File: src/rtl/vga_timing_pkg.sv
// Shared VGA timing constants and phase encoding for the sync generator.
// Defaults describe 640x480@60 with a 25 MHz pixel rate.
package vga_timing_pkg;

    localparam int H_ACTIVE_DEF = 640;
    localparam int H_FP_DEF     = 16;
    localparam int H_SYNC_DEF   = 96;
    localparam int H_BP_DEF     = 48;

    localparam int V_ACTIVE_DEF = 480;
    localparam int V_FP_DEF     = 10;
    localparam int V_SYNC_DEF   = 2;
    localparam int V_BP_DEF     = 33;

    localparam int H_TOTAL_DEF = H_ACTIVE_DEF + H_FP_DEF + H_SYNC_DEF + H_BP_DEF;
    localparam int V_TOTAL_DEF = V_ACTIVE_DEF + V_FP_DEF + V_SYNC_DEF + V_BP_DEF;

    localparam int CW_DEF = 10;

    // Phase of one axis within its line or frame.
    typedef enum logic [1:0] {
        PH_ACTIVE = 2'd0,
        PH_FRONT  = 2'd1,
        PH_SYNC   = 2'd2,
        PH_BACK   = 2'd3
    } phase_e;

    // Map a count to its phase; the back porch is whatever remains after sync.
    function automatic phase_e axis_phase(input int c, input int act, input int fp, input int syn);
        if (c < act) begin
            return PH_ACTIVE;
        end else if (c < act + fp) begin
            return PH_FRONT;
        end else if (c < act + fp + syn) begin
            return PH_SYNC;
        end else begin
            return PH_BACK;
        end
    endfunction

endpackage

File: src/rtl/vga_axis_counter.sv
// One timing axis: wrap counter with enable, terminal count and phase decode.
// The phase of the *next* count is exported so the parent can register sync
// and blanking outputs in the same edge that loads the count.
//
//   state     | meaning
//   ----------+----------------------------------------------
//   PH_ACTIVE | count in 0 .. ACTIVE-1 (visible region)
//   PH_FRONT  | next FP counts after the visible region
//   PH_SYNC   | next SYNC counts, sync pulse asserted
//   PH_BACK   | remaining BP counts before wrapping to 0
module vga_axis_counter
    import vga_timing_pkg::*;
#(
    parameter int ACTIVE = H_ACTIVE_DEF,
    parameter int FP     = H_FP_DEF,
    parameter int SYNC   = H_SYNC_DEF,
    parameter int BP     = H_BP_DEF,
    parameter int CW     = CW_DEF
) (
    input  logic          clk,
    input  logic          rst,
    input  logic          en,
    output logic [CW-1:0] cnt,
    output logic          tc,
    output phase_e        phase_nxt
);

    localparam int            TOTAL = ACTIVE + FP + SYNC + BP;
    localparam logic [CW-1:0] LAST  = CW'(TOTAL - 1);

    logic [CW-1:0] cnt_nxt;

    assign tc = (cnt == LAST);

    // Next count: hold unless enabled, wrap from the last count to zero.
    always_comb begin
        cnt_nxt = cnt;
        if (en) begin
            cnt_nxt = tc ? '0 : cnt + CW'(1);
        end
    end

    // Phase the axis will be in after this edge.
    always_comb begin
        phase_nxt = axis_phase(int'(cnt_nxt), ACTIVE, FP, SYNC);
    end

    // Count register.
    always_ff @(posedge clk) begin
        if (rst) begin
            cnt <= '0;
        end else begin
            cnt <= cnt_nxt;
        end
    end

endmodule

File: src/rtl/vga_sync_gen.sv
// VGA timing generator. Advances one pixel per pix_en tick and produces
// registered sync, blanking, coordinates and line/frame strobes.
module vga_sync_gen
    import vga_timing_pkg::*;
#(
    parameter int   H_ACTIVE = H_ACTIVE_DEF,
    parameter int   H_FP     = H_FP_DEF,
    parameter int   H_SYNC   = H_SYNC_DEF,
    parameter int   H_BP     = H_BP_DEF,
    parameter int   V_ACTIVE = V_ACTIVE_DEF,
    parameter int   V_FP     = V_FP_DEF,
    parameter int   V_SYNC   = V_SYNC_DEF,
    parameter int   V_BP     = V_BP_DEF,
    parameter logic HS_POL   = 1'b0,
    parameter logic VS_POL   = 1'b0,
    parameter int   CW       = CW_DEF
) (
    input  logic          clk,
    input  logic          rst,
    input  logic          pix_en,
    output logic          hsync,
    output logic          vsync,
    output logic          video_on,
    output logic [CW-1:0] x,
    output logic [CW-1:0] y,
    output logic          line_start,
    output logic          frame_start
);

    logic [CW-1:0] h_cnt;
    logic [CW-1:0] v_cnt;
    logic          h_tc;
    logic          v_tc;
    logic          v_en;
    phase_e        h_ph_nxt;
    phase_e        v_ph_nxt;

    // The vertical axis only moves on the tick that wraps the horizontal one.
    assign v_en = pix_en & h_tc;

    vga_axis_counter #(
        .ACTIVE (H_ACTIVE),
        .FP     (H_FP),
        .SYNC   (H_SYNC),
        .BP     (H_BP),
        .CW     (CW)
    ) u_h_axis (
        .clk       (clk),
        .rst       (rst),
        .en        (pix_en),
        .cnt       (h_cnt),
        .tc        (h_tc),
        .phase_nxt (h_ph_nxt)
    );

    vga_axis_counter #(
        .ACTIVE (V_ACTIVE),
        .FP     (V_FP),
        .SYNC   (V_SYNC),
        .BP     (V_BP),
        .CW     (CW)
    ) u_v_axis (
        .clk       (clk),
        .rst       (rst),
        .en        (v_en),
        .cnt       (v_cnt),
        .tc        (v_tc),
        .phase_nxt (v_ph_nxt)
    );

    assign x = h_cnt;
    assign y = v_cnt;

    // Sync/blank outputs registered from next-state phases so they line up
    // with x/y; strobes mark the edge on which a wrap loads zero.
    always_ff @(posedge clk) begin
        if (rst) begin
            hsync       <= ~HS_POL;
            vsync       <= ~VS_POL;
            video_on    <= 1'b1;
            line_start  <= 1'b0;
            frame_start <= 1'b0;
        end else begin
            hsync       <= (h_ph_nxt == PH_SYNC) ? HS_POL : ~HS_POL;
            vsync       <= (v_ph_nxt == PH_SYNC) ? VS_POL : ~VS_POL;
            video_on    <= (h_ph_nxt == PH_ACTIVE) && (v_ph_nxt == PH_ACTIVE);
            line_start  <= pix_en & h_tc;
            frame_start <= pix_en & h_tc & v_tc;
        end
    end

endmodule

File: config.mk
export PLATFORM = sky130hd
export DESIGN_NAME = vga_sync_gen
export DESIGN_NICKNAME = d
export VERILOG_FILES = /design/src/rtl/vga_timing_pkg.sv /design/src/rtl/vga_axis_counter.sv /design/src/rtl/vga_sync_gen.sv
export SDC_FILE = /design/constraint.sdc
export NUM_CORES = 1
export LEC_CHECK = 0
export BUFFER_PORTS_ARGS = -buffer_cell sky130_fd_sc_hd__buf_2
export CAP_MARGIN = 20
export CORE_MARGIN = 10
export CORE_UTILIZATION = 45
export DETAILED_ROUTE_END_ITERATION = 7
export GPL_TIMING_DRIVEN = 1
export PLACE_DENSITY = 0.69
export SLEW_MARGIN = 20
export SYNTH_ARGS = -nofsm -noshare
export SYNTH_HDL_FRONTEND = slang
export SYNTH_SLANG_ARGS = --single-unit
export TNS_END_PERCENT = 1
File: constraint.sdc
create_clock -name clk -period 1.76 [get_ports clk]
set_clock_uncertainty 0.05 [all_clocks]
set_input_delay 0.264 -clock clk [delete_from_list [all_inputs] [get_ports clk]]
set_output_delay 0.264 -clock clk [all_outputs]
set_load 0.01 [all_outputs]
## Yosys cells after proc, flatten, opt, wreduce, memory -nomap -nowiden

Cells that the tools add are included.

| word-level totals | value |
|---|---|
| input bits | 3 |
| word-level logic and storage cells | 36 |
| bits in registers | 25 |
| output and inout port bits | 25 |

| cells by class | value |
|---|---|
| bitwise gates (word level) | 2 |
| magnitude comparators | 6 |
| add/sub/neg operators | 2 |
| mux-type cells | 12 |
| eq/ne operators | 4 |
| reduce and logical (&&, ||, !) cells | 3 |

Operators by type and width:

| cell | number |
|---|---|
| $mux W10 | 4 |
| $lt A10 B10 Y1 const B | 3 |
| $lt A10 B9 Y1 const B | 3 |
| $add A10 B1 Y10 const B | 2 |
| $eq A10 B10 Y1 const B | 2 |
| $mux W2 | 4 |
| $eq A2 B2 Y1 const B | 2 |
| $logic_not A2 Y1 | 2 |
| $mux W1 | 4 |
| $and A1 B1 Y1 | 2 |
| $logic_and A1 B1 Y1 | 1 |

## Logic depth before layout (Yosys ltp)

Gate-level depths: netlist (run 1).

| depth | value |
|---|---|
| word-level depth | 9 |
| depth in mapped cells | 8 |
| depth with buffers taken out | 8 |

## Cells and area by module

Synthesis (run 1) repeated with hierarchy kept, for this count alone.

| unflattened totals | value |
|---|---|
| cell total of the unflattened synthesis | 169 |
| area, all modules | 1503.9 um2 |

By module, submodules not included:

| module | sequential area each (um2) | cells an instance | instances | area an instance (um2) |
|---|---|---|---|---|
| vga_axis_counter (u_h_axis) | 200.2 | 79 | 1 | 684.4 |
| vga_axis_counter (u_v_axis) | 200.2 | 77 | 1 | 665.6 |
| vga_sync_gen | 100.1 | 13 | 1 | 153.9 |

## Worst setup path before layout (run 1)

Ideal clock, no wire load.

| timing path | value |
|---|---|
| path kind | reg-to-reg |
| start point | reg u_v_axis.cnt[0] |
| end point | reg vsync |
| arrival | 1.681 ns |
| stages on the path, launching flop included | 9 |
| required time | 1.576 ns |
| path slack | -0.105 ns |
| period minus slack after synthesis | 1.865 ns |
| setup time | 0.134 ns |
| buffers on the path | 0 |
| cell sequence | dfxtp_1 > inv_1 > ha_1 > nor3b_1 > and4_2 > nor2_2 > nand4b_1 > a21oi_2 > o2111ai_1 |

| between the ends | value |
|---|---|
| word-level cells in the longest chain between the ends | 9 |
| elaborated cells between the ends (all ways) | 12 |
| those cells by class | add/sub: 1; order compare: 3; eq/ne: 2; mux: 6 |

Ends and longest elaborated chain:

| item | RTL line | text |
|---|---|---|
| start, declared | vga_axis_counter.sv:23 | `output logic [CW-1:0] cnt,` |
| start signal, assigned | vga_axis_counter.sv:53 | `cnt <= cnt_nxt;` |
| $add A10 B1 Y10 or $eq A10 B10 Y1 (tied branches) | vga_axis_counter.sv:39, vga_axis_counter.sv:33 |  |
| $mux W10 | vga_axis_counter.sv:39 | `cnt_nxt = tc ? '0 : cnt + CW'(1);` |
| $mux W10 (*) | vga_axis_counter.sv:38 | `if (en) begin` |
| $lt A10 B9 Y1 | vga_timing_pkg.sv:34 | `end else if (c < act + fp + syn) begin` |
| $mux W1 | vga_timing_pkg.sv:34 |  |
| $mux W2 | vga_timing_pkg.sv:32 | `end else if (c < act + fp) begin` |
| $mux W2 (*) | vga_timing_pkg.sv:30 | `if (c < act) begin` |
| $eq A2 B2 Y1 (*) | vga_sync_gen.sv:85 | `vsync <= (v_ph_nxt == PH_SYNC) ? VS_POL : ~VS_POL;` |
| $mux W1 (*) | vga_sync_gen.sv:85 |  |
| end signal, assigned | vga_sync_gen.sv:79 | `vsync <= ~VS_POL;` |
| end signal, assigned | vga_sync_gen.sv:85 |  |
| end, declared | vga_sync_gen.sv:22 | `output logic vsync,` |

Every way passes the cells marked *; elsewhere a longest branch is shown, timed or not.
A chain may end at the register's enable or synchronous reset.

## Final worst setup path (run 1)

| timing path | value |
|---|---|
| start point | reg u_h_axis.cnt[1] |
| end point | reg vsync |

| between the ends | value |
|---|---|
| word-level cells in the longest chain between the ends | 9 |
| elaborated cells between the ends (all ways) | 11 |
| those cells by class | order compare: 3; eq/ne: 2; mux: 5; bitwise: 1 |

Ends and longest elaborated chain:

| item | RTL line | text |
|---|---|---|
| start, declared | vga_axis_counter.sv:23 |  |
| start signal, assigned | vga_axis_counter.sv:53 |  |
| $eq A10 B10 Y1 (*) | vga_axis_counter.sv:33 | `assign tc = (cnt == LAST);` |
| $and A1 B1 Y1 (*) | vga_sync_gen.sv:39 | `assign v_en = pix_en & h_tc;` |
| $mux W10 (*) | vga_axis_counter.sv:38 |  |
| $lt A10 B9 Y1 | vga_timing_pkg.sv:34 |  |
| $mux W1 | vga_timing_pkg.sv:34 |  |
| $mux W2 | vga_timing_pkg.sv:32 |  |
| $mux W2 (*) | vga_timing_pkg.sv:30 |  |
| $eq A2 B2 Y1 (*) | vga_sync_gen.sv:85 |  |
| $mux W1 (*) | vga_sync_gen.sv:85 |  |

Marks and branches as above.

==> impl_results.md, run 1 <==
- Die area: 5900 um^2
- Worst min path class: primary input to flop
- WP data arrival: 1.99 ns
- Commonest cells post-synth: dfxtp_1 (25), nor2_1 (15), nand2_1 (13)
- Synthesized area: 1450 um^2
- Synth top area share: 34.5%
- Area delta synth->final: 34.4%
- Hold slack: 0.299 ns
- Later-pin clock latency in the skew report: 0.33 ns
- Chip width: 76.8 um
- DRC Markers: 0
- Failing checks: negative setup slack
- Crit path capture type: flop
- Multi-input logic area: 907 um^2
- HPWL Detailed: 3070 um
- Post-synth EDFFs: 0
- Worst Min Path Start: rst
- Yosys warns: 0
- ANT cells: 0
- Placer Congestion: 0.883
- Sw Ratio: 23.3%
- R2r startpoint: u_h_axis.cnt[1]
- Final period util: 101%
- Sequential share of power: 64.7%
- Largest cells by area after synthesis: dfxtp_1 (34%), xor2_1 (4.2%), a21oi_1 (4.1%), nor2_1 (3.9%), nand4_1 (3.4%)
- Core Util, Final: 63.4%
- Rows: 20
- Place WS: -0.0904 ns
- Core Box Area: 3080 um^2
- Chip Height: 76.8 um
- Final setup vio count: 1
- WL/cell: 14.7 um
- Power per Cell Area: 457 nW/um^2
- Post-synthesis register bit count: 25
- Syn_nets: 171
- CP startpoint: u_h_axis.cnt[1]
- FMAX: 563 MHz
- Total GRT Usage: 13.7%
- First-pass GRT wire length: 6800 um
- Slew Viols, Final: 0
- Max-Cap Viols: 0
- Vias: 1452
- Total area of sequential cells: 509 um^2
- TritonCTS clock tree: done
- Peak supply drop: 309 uV
- Count leader, synth: dfxtp_1
- Layout Nets: 234
- Total CTS buffers: 3
- Predominant post-synthesis flop cell: dfxtp_1
- Fill cell total of the finished layout: 294
- WL final: 3990 um
- DR vias/cell: 5.36
- Worst Setup Start Kind: flop
- Switching pwr: 208 uW
- Yosys cell types: 48
- Final Hold Viols: 0
- Detailed Routing Iterations Pass 1: 4
- Sequential-to-total area share from yosys stat: 34.5%
- Critical path fanouts, max: 5
- Unrepaired setup endpoints after global routing: true
- Finished Cell Area: 1950 um^2
- Final min period: 1.78 ns
- Dpl cell area: 1860 um^2
- Gr ovfl total: 0
- Initial Util: 47.2%
- Kind of critical path: flop to flop
- Leakage: 0.000818 uW
- Pin count of the biggest net entering global routing: 24
- Post-route ant nets: 0
- Required @ worst endpoint: 1.97 ns
- Vias in the first global route: 1434
- Post-Synthesis Mean Instance Area: 8.80 um^2
- Hold_buf cts: 0
- Clock power share: 29.7%
- Combinational power share: 5.6%
- CTS Sinks: 25
- Int Pwr: 684 uW
- Depth of the CTS H-tree: 1
- Share of layout cells above drive strength 1: 44.1%
- Synth Instances: 165
- Initial antenna violation count: 0
- Pwr Total: 892 uW
- Area leader, netlist: dfxtp_1
- I/O pin total: 28
- Measured slew at the worst slew-check pin: 0.443 ns
- Clk pin slew, worst setup/hold paths: 0.14 ns
- Max clock buf depth: 2
- Async SR Flop Fraction: 0%
- Max-slew headroom: 70.5%
- Outcome: complete, but fails checks
- PnR worst setup slack: -0.0167 ns
- Initial detailed-routing violation count: 139
- Root buf cell: clkbuf_4
- Number of I/O port buffers: 27
-- worst paths after layout --
kind | cells after the start | slack (ns) | to
worst max-delay path | 8 | -0.02 | vsync
worst min-delay path | 2 | 0.30 | u_v_axis.cnt[3]
worst max register to register | 8 | -0.02 | vsync
worst min register to register | 3 | 0.52 | u_v_axis.cnt[0]
-- area by class of cell --
type / count / area share (%)
Tap cell: 44 / 2.82
Timing Repair Buffer: 67 / 22.3
Sequential cell: 25 / 26.1
Inverter: 5 / 0.962
Multi-Input combinational cell: 126 / 46.5
Clock buffer: 4 / 1.35
-- repair_timing --
item,in CTS,in global routing
setup buffers,3,1
cloned,0,0
gates resized for setup,8,3
endpoints found under the setup margin,6,9
pin swaps,10,3
-- cell usage in the layout (no fill, tap or decap), types with 2 or more instances in the layout --
cell	netlist	final
buf_4	0	40
buf_2	2	27
dfxtp_1	25	20
nor2_1	15	14
nand2_1	13	13
a21oi_1	12	11
nand4_1	8	8
xor2_1	7	7
nor3_1	7	7
inv_1	5	5
o21ai_0	5	5
xnor2_1	5	5
nand3_1	5	4
dfxtp_2	0	4
and4_4	1	3
nand4b_1	3	3
a21oi_2	2	3
and3_2	3	3
clkbuf_4	0	3
nor2_4	0	2
a311oi_1	2	2
and2_1	2	2
mux2i_1	2	2
a31oi_1	2	2
nor4_1	2	2
nor3b_1	3	2
ha_2	0	2
-- power groups by stage --
stage               registers, uW  clock network [uW]  logic [uW]
floorplan                     593                   0        26.3
global placement              589                   0        48.0
detailed placement            589                   0        50.4
CTS                           577                 274        50.6
global route                  578                 300        55.6
finish                        577                 265        50.2
-- metal layers --
layer | GRT usage [%] | up-vias | wire, um
li1 | - | 722 | -
met1 | 16.9 | 685 | 1710
met2 | 22.7 | 39 | 1970
met3 | 3.38 | 6 | 258
met4 | 4.28 | 0 | 51
met5 | 0 | - | 0
-- registers in the layout (all words and copies together), names as in the netlist --
name and count:
frame_start 1, vsync 1, line_start 1, hsync 1, u_v_axis.cnt 10, u_h_axis.cnt 10, video_on 1
-- cell families (layout without fill, tap and decap cells) --
| group | Yosys count | after routing | synth area share (%) |
|---|---|---|---|
| adders and majority gates | 3 | 3 | 2.58 |
| DFF | 25 | 25 | 34.5 |
| and+or+nand+nor | 76 | 76 | 32.4 |
| AOI/OAI and AO/OA | 33 | 33 | 15.2 |
| muxes | 2 | 2 | 1.38 |
| buffers and inverters | 14 | 76 | 6.72 |
| xor gates and xnor gates | 12 | 12 | 7.24 |
-- worst max-delay path, stage by stage (launching register included) --
cell and delay, ns:
dfxtp_2 0.38, ha_4 0.13, and4_4 0.22, nand4_1 0.23, buf_4 0.25, a21oi_2 0.13
a2bb2oi_2 0.18, nor2b_1 0.07, o2111ai_1 0.09
-- stage by stage --
stage	std cells	TNS [ns]
6_report	271	-0.0167
5_1_grt	271	-0.794
4_1_cts	270	-0.0252
3_5_place_dp	263	-0.197
3_3_place_gp	263	-0.0314
2_1_floorplan	165	0
Power figures use the tool's default switching activity.
==> inputs of run 2 (changes only) <==
--- a/config.mk
+++ b/config.mk
@@ -5,7 +5,7 @@
 export SDC_FILE = /design/constraint.sdc
 export NUM_CORES = 1
 export LEC_CHECK = 0
-export BUFFER_PORTS_ARGS = -buffer_cell sky130_fd_sc_hd__buf_2
+export BUFFER_PORTS_ARGS = -buffer_cell sky130_fd_sc_hd__clkbuf_2
 export CAP_MARGIN = 20
 export CORE_MARGIN = 10
 export CORE_UTILIZATION = 45
==> run 2 against run 1 <==
Compared with the run above:
- highest routed layer unchanged
- largest power group unchanged
- design area increased by 4.2%
- the flow still finishes with violations (negative setup slack)
- sequential power is essentially flat
- routed wire length increased by 5.6%
- register-to-register slack worse by 0.06 ns
- clock-buffer cell count stayed put
- sequential share of layout area shrank 1.1 points
- via count grew 7.7%
- flip-flop and latch count did not move
- die area is the same
- critical endpoint unchanged
- core utilization increased by 2.7 points
==> impl_results.md, run 2 (same netlist as run 1, synthesis figures left out) <==
- Outcome: complete, but fails checks
- FF-to-FF path depth: 7 (-1)
- Combinational power share: 5.9% (+0.3 points)
- Worst Hold Depth: 2 (unchanged)
- Commonest non-fill, non-tap cell in the layout: buf_4
- DR vias/cell: 5.59 (+4.3%)
- Final period util: 104% (+3.5 points)
- R2r startpoint: u_h_axis.cnt[0]
- Top flop regs: u_h_axis.cnt: 10 flops, u_v_axis.cnt: 10 flops
- Dpl cell area: 1900 um^2 (+2.0%)
- Area delta synth->final: 40.1%
- Post-Place Cells: 268 (+1.9%)
- Final min period: 1.84 ns (+0.0617 ns)
- Leakage: 0.000845 uW (+3.4%)
- Buf/Inv on CP: 0 (-1)
- Switching pwr: 212 uW (+1.7%)
- Crit-path slowest cell: dfxtp_4
- Number of I/O port buffers: 27 (unchanged)
- Worst R2R Setup Slack: -0.08 ns (-0.06 ns)
- Detailed Routing Iterations Pass 1: 4 (unchanged)
- Measured slew at the worst slew-check pin: 0.312 ns (-0.130 ns)
- Int Pwr: 685 uW (+0.23%)
- Hold path endpoint: u_v_axis.cnt[0]
- Post-route ant nets: 0 (unchanged)
- Gr ovfl total: 0 (unchanged)
- FMAX: 544 MHz (-3.4%)
- Max-Cap Viols: 0 (unchanged)
- Total area of sequential cells: 509 um^2 (unchanged)
- Fill cell total of the finished layout: 259 (-12%)
- R2R Path End: vsync
- Rows: 20 (unchanged)
- Max clock buf depth: 2 (unchanged)
- DRC Markers: 0 (unchanged)
- Share of layout cells above drive strength 1: 48.3% (+4.3 points)
- Pwr Total: 897 uW (+0.56%)
- Slew Viols, Final: 0 (unchanged)
- Crit path capture type: flop
- Multi-input logic area: 930 um^2 (+2.5%)
- Layout Nets: 243 (+3.8%)
- CP Cell Sequence: ha_4 > and4_4 > nand4_1 > nor2_4 > nand4b_1 > a21oi_2 > o2111ai_1
- Final setup vio count: 4 (+3)
- Initial detailed-routing violation count: 158 (+14%)
- Peak supply drop: 435 uV (+41%)
- Finished Cell Area: 2030 um^2 (+4.2%)
- Worst min path class: primary input to flop
- CTS Sinks: 25 (unchanged)
- WL/cell: 15.1 um (+2.2%)
- Vias: 1564 (+7.7%)
- Root buf cell: clkbuf_4
- Required @ worst endpoint: 1.91 ns (-0.06 ns)
- Sequential share of power: 64.3% (-0.4 points)
- Max-slew headroom: 79.2% (+8.7 points)
- Power per Cell Area: 441 nW/um^2 (-3.5%)
- PnR worst setup slack: -0.0784 ns (-0.0617 ns)
- HPWL Detailed: 3220 um (+5.1%)
- Clock power share: 29.7% (about the same)
- Total negative slack: -0.193 ns (-0.176 ns)
- Commonest non-fill, non-tap cells in the layout: buf_4 (48), clkbuf_2 (27), dfxtp_1 (20)
- Sw Ratio: 23.6% (+0.26 points)
- Failing checks: negative setup slack
- Critical path fanouts, max: 5 (unchanged)
- Chip width: 76.8 um (unchanged)
- WL final: 4220 um (+5.6%)
- Worst Min Path Start: rst
- Unrepaired setup endpoints after global routing: true
- Worst Setup Start Kind: flop
- WP data arrival: 1.99 ns (about the same)
- Final Hold Viols: 0 (unchanged)
- Delay-heaviest family, CP: simple AND/OR/NAND/NOR gates
- Place WS: -0.119 ns (-0.0290 ns)
- Pin count of the biggest net entering global routing: 15 (-38%)
- Core Box Area: 3080 um^2 (unchanged)
- Depth of the CTS H-tree: 1 (unchanged)
- First-pass GRT wire length: 7120 um (+4.7%)
- ANT cells: 0 (unchanged)
- Placer Congestion: 0.932 (+5.5%)
- Total CTS buffers: 3 (unchanged)
- TritonCTS clock tree: done
- I/O pin total: 28 (unchanged)
- Kind of critical path: flop to flop
- Initial antenna violation count: 0 (unchanged)
- Hold_buf cts: 0 (unchanged)
- Vias in the first global route: 1512 (+5.4%)
- Clk pin slew, worst setup/hold paths: 0.14 ns (about the same)
- Chip Height: 76.8 um (unchanged)
- Initial Util: 47.2% (unchanged)
- Fin cells: 280 (+3.3%)
- Total GRT Usage: 14.1% (+0.39 points)
- Slowest stage delay, CP: 0.39 ns (about the same)
- Later-pin clock latency in the skew report: 0.32 ns (about the same)
- Die area: 5900 um^2 (unchanged)
## run 2: changes by cell type in the layout (fill, tap and decap cells not counted), sizes merged
cell / change
buf: -19
and4: +1
clkbuf: +27
## run 2: metal layers
metal	routed length (um)	track usage, %	share of wire (%)	vias to the layer above
li1	-	-	-	747
met1	1820	17.0	43	748
met2	2070	24.0	49	57
met3	243	2.80	5.8	12
met5	0	0	0	-
met4	81	5.02	1.9	0
## run 2: repair_timing
action | 4_1_cts | 5_1_grt
setup buffers | 5 | 2
hold endpoints to repair | 0 | 0
endpoints found under the setup margin | 10 | 11
pin swaps | 5 | 6
resized for setup | 9 | 8
cloned | 1 | 0
## run 2: worst max path at each step
stage	start	endpoint	slack, ns	depth (start not counted)
3_5_place_dp	u_h_axis.cnt[5]	vsync	-0.12	7
2_1_floorplan	u_v_axis.cnt[0]	vsync	0.01	8
5_1_grt	u_h_axis.cnt[0]	vsync	-0.17	7
4_1_cts	u_h_axis.cnt[0]	vsync	-0.04	7
3_3_place_gp	u_h_axis.cnt[5]	video_on	-0.1	7
6_report	u_h_axis.cnt[0]	vsync	-0.08	7
## run 2: through the flow
stage,hold WS [ns],util (%)
after floorplan,0.273,-
after global placement,0.466,61.6
after detailed placement,0.475,61.6
after CTS,0.250,65.0
after global routing,0.279,66.1
final,0.259,66.1
## run 2: worst register-to-register path, cell delays in order, from the launching register on
cell and delay (ns):
dfxtp_4 0.39, ha_4 0.13, and4_4 0.26, nand4_1 0.24
nor2_4 0.20, nand4b_1 0.13, a21oi_2 0.18, o2111ai_1 0.14
## run 2: cell type report
class	instances	share of cell area, %
inverters	5	0.923
well taps	44	2.71
clock buffers	4	1.29
flip-flops and latches	25	25.0
multi-input cells	127	45.7
repair buffers	75	24.4
## run 2: power groups by stage
stage | clock, uW | sequential, uW | combinational, uW
floorplan | 0 | 593 | 26.3
global placement | 0 | 589 | 49.9
detailed placement | 0 | 589 | 54.0
CTS | 266 | 577 | 54.0
global route | 294 | 578 | 59.7
finish | 267 | 577 | 53.3
==> inputs of run 3 (changes only) <==
--- a/config.mk
+++ b/config.mk
@@ -5,6 +5,7 @@
 export SDC_FILE = /design/constraint.sdc
 export NUM_CORES = 1
 export LEC_CHECK = 0
+export ABC_AREA = 1
 export BUFFER_PORTS_ARGS = -buffer_cell sky130_fd_sc_hd__clkbuf_2
 export CAP_MARGIN = 20
 export CORE_MARGIN = 10
==> run 3 against run 2 <==
Compared with the run above:
- the run now ends clean
- via count fell by 8.7%
- critical path depth rose by 5
- setup slack improved by 0.18 ns
- synthesized cell count rose by 33%
- maximum frequency rose by 11%
- critical endpoint is now video_on
- worst hold slack got worse by 0.068 ns
==> impl_results.md, run 3 <==
- Outcome: complete, no violations
- Crit-path slowest cell: dfxtp_2
- Async SR Flop Fraction: 0% (unchanged)
- Max-slew headroom: 76.0% (-3.1 points)
- CP Cell Sequence: ha_4 > nand2_4 > nor2_4 > inv_2 > nor2_4 > nand2_1 > nand2_1 > nand2_1 > nor2_1 > nand3_2 > nand2_1 > nand2_1
- Final Hold Viols: 0 (unchanged)
- FF-to-FF path depth: 12 (+5)
- Area leader, netlist: dfxtp_1
- Clk pin slew, worst setup/hold paths: 0.15 ns (about the same)
- Slew Viols, Final: 0 (unchanged)
- Chip width: 75.5 um (-1.7%)
- Total negative slack: 0 ns (+0.193 ns)
- DRC Markers: 0 (unchanged)
- Post-route ant nets: 0 (unchanged)
- Slowest stage delay, CP: 0.38 ns (about the same)
- Gr ovfl total: 0 (unchanged)
- Core Box Area: 3000 um^2 (-2.4%)
- Total CTS buffers: 3 (unchanged)
- Synthesized area: 1390 um^2 (-4.5%)
- Commonest cells post-synth: nand2_1 (60), inv_1 (33), nor2_1 (32)
- WP data arrival: 1.83 ns (-0.16 ns)
- ANT cells: 0 (unchanged)
- Power per Cell Area: 522 nW/um^2 (+18%)
- Final period util: 94.4% (-10 points)
- Area delta synth->final: 22.0%
- Peak supply drop: 288 uV (-34%)
- PnR worst setup slack: 0.0991 ns (+0.177 ns)
- Chip Height: 75.5 um (-1.7%)
- WL/cell: 11.7 um (-23%)
- Fin cells: 291 (+3.9%)
- Worst R2R Setup Slack: 0.1 ns (+0.18 ns)
- Initial detailed-routing violation count: 98 (-38%)
- Post-Synthesis Mean Instance Area: 6.31 um^2 (-28%)
- Worst path depth: 12 (+5)
- Detailed Routing Iterations Pass 1: 4 (unchanged)
- Worst Setup Start Kind: flop
- Synth top area share: 36.1% (+1.6 points)
- Top flop regs: u_h_axis.cnt: 10 flops, u_v_axis.cnt: 10 flops
- Measured slew at the worst slew-check pin: 0.356 ns (+0.0434 ns)
- Root buf cell: clkbuf_4
- Initial Util: 46.2% (-0.99 points)
- Commonest non-fill, non-tap cell in the layout: nand2_1
- TritonCTS clock tree: done
- Share of layout cells above drive strength 1: 24.0% (-24 points)
- Vias: 1428 (-8.7%)
- Buf/Inv on CP: 1 (+1)
- Leakage: 0.000832 uW (-1.5%)
- Pin count of the biggest net entering global routing: 16 (+1)
- Max clock buf depth: 2 (unchanged)
- First-pass GRT wire length: 5440 um (-24%)
- Die area: 5700 um^2 (-3.3%)
- Required @ worst endpoint: 1.93 ns (+0.02 ns)
- Commonest non-fill, non-tap cells in the layout: nand2_1 (58), inv_1 (33), nor2_1 (32)
- CTS Sinks: 25 (unchanged)
- Final min period: 1.66 ns (-0.177 ns)
- Delay-heaviest family, CP: simple AND/OR/NAND/NOR gates
- Count leader, synth: nand2_1
- DR vias/cell: 4.91 (-12%)
- Final setup vio count: 0 (-4)
- WL final: 3390 um (-20%)
- Later-pin clock latency in the skew report: 0.32 ns (about the same)
- Rows: 20 (unchanged)
- Critical path fanouts, max: 5 (unchanged)
- Number of I/O port buffers: 27 (unchanged)
- Post-synthesis register bit count: 25 (unchanged)
- Placer Congestion: 0.809 (-13%)
- Max-Cap Viols: 0 (unchanged)
- Worst path most repeated cell: nand2_1
- Vias in the first global route: 1240 (-18%)
- Post-Place Cells: 285 (+6.3%)
- Synth Instances: 220 (+33%)
- I/O pin total: 28 (unchanged)
- Kind of critical path: flop to flop
- Fill cell total of the finished layout: 325 (+25%)
- Total GRT Usage: 12.1% (-2.0 points)
- Depth of the CTS H-tree: 1 (unchanged)
- Worst min path class: primary input to flop
- Place WS: -0.000355 ns (+0.119 ns)
- Post-synth EDFFs: 0 (unchanged)
- Largest cells by area after synthesis: dfxtp_1 (36%), nand2_1 (16%), inv_1 (8.9%), nor2_1 (8.7%), nand3_1 (5.4%)
- Unrepaired setup endpoints after global routing: true
- Predominant post-synthesis flop cell: dfxtp_1
- HPWL Detailed: 2600 um (-19%)
- Yosys warns: 0 (unchanged)
- Worst Hold Depth: 3 (+1)
- Sequential-to-total area share from yosys stat: 36.1% (+1.6 points)
- FMAX: 602 MHz (+11%)
- Syn_nets: 226 (+32%)
- Yosys cell types: 24 (-50%)
- Layout Nets: 265 (+9.1%)
- Initial antenna violation count: 0 (unchanged)
- Crit path capture type: flop
==> run 3: layout make-up <==
class                      instances  area (um^2)  share of cell area (%)
clock buffer                       3         22.5                    1.33
timing repair buffer              36          203                    12.0
multi-input combinational        157          781                    46.1
inverter                          36          135                    7.98
clock inverter                     1         5.00                   0.296
sequential                        25          505                    29.9
tap                               33         41.3                    2.44
==> run 3: worst paths after layout <==
path	end	from
worst max-delay path	video_on	u_h_axis.cnt[1]
worst min-delay path	video_on	rst
worst max register to register	video_on	u_h_axis.cnt[1]
worst min register to register	u_v_axis.cnt[0]	u_v_axis.cnt[0]
==> run 3: worst register-to-register path, stage by stage, from the launching register on <==
cell and delay [ns]:
dfxtp_2 0.38, ha_4 0.16, nand2_4 0.07, nor2_4 0.15
inv_2 0.06, nor2_4 0.15, nand2_1 0.07, nand2_1 0.05
nand2_1 0.06, nor2_1 0.12, nand3_2 0.12, nand2_1 0.08
nand2_1 0.04
==> run 3: kinds of logic (layout without fill, tap and decap cells) <==
logic type / Yosys count / count (layout) / share of synthesized area, %
adders and majority gates: 3 / 3 / 2.71
buffers and inverters: 38 / 76 / 10.3
and+or+nand+nor: 133 / 133 / 42.1
xor gates and xnor gates: 3 / 3 / 1.89
AOI/OAI and AO/OA: 18 / 18 / 6.94
DFF: 25 / 25 / 36.1
==> run 3: power breakdown <==
| part | internal [uW] | switching (uW) |
|---|---|---|
| clock network | 85.1 | 178 |
| logic | 18.5 | 26.6 |
| registers | 571 | 4.46 |
==> run 3: stage by stage <==
step | total power [uW] | hold WS [ns] | utilization [%] | cell area [um^2]
global placement | 627 | 0.462 | 53.6 | 1610
floorplan | 607 | 0.397 | - | 1390
CTS | 892 | 0.178 | 55.0 | 1650
finish | 884 | 0.190 | 56.4 | 1690
global route | 921 | 0.207 | 56.4 | 1690
detailed placement | 627 | 0.467 | 53.6 | 1610
==> run 3: what timing repair did <==
action                     4_1_cts  5_1_grt
hold endpoints to repair         0        0
cloned                           0        0
buffers inserted                 2        0
pin swaps                        1        5
hold buffers                     0        0
setup endpoints to repair        2        6
resized for setup                0       13
==> run 3: routing by layer <==
metal  part of all wire, %  GRT usage [%]  vias up
li1                      -              -      763
met1                    48           15.8      634
met2                    46           17.8       29
met3                   5.3           2.73        2
met4                   1.2           6.60        0
met5                     0              0        -
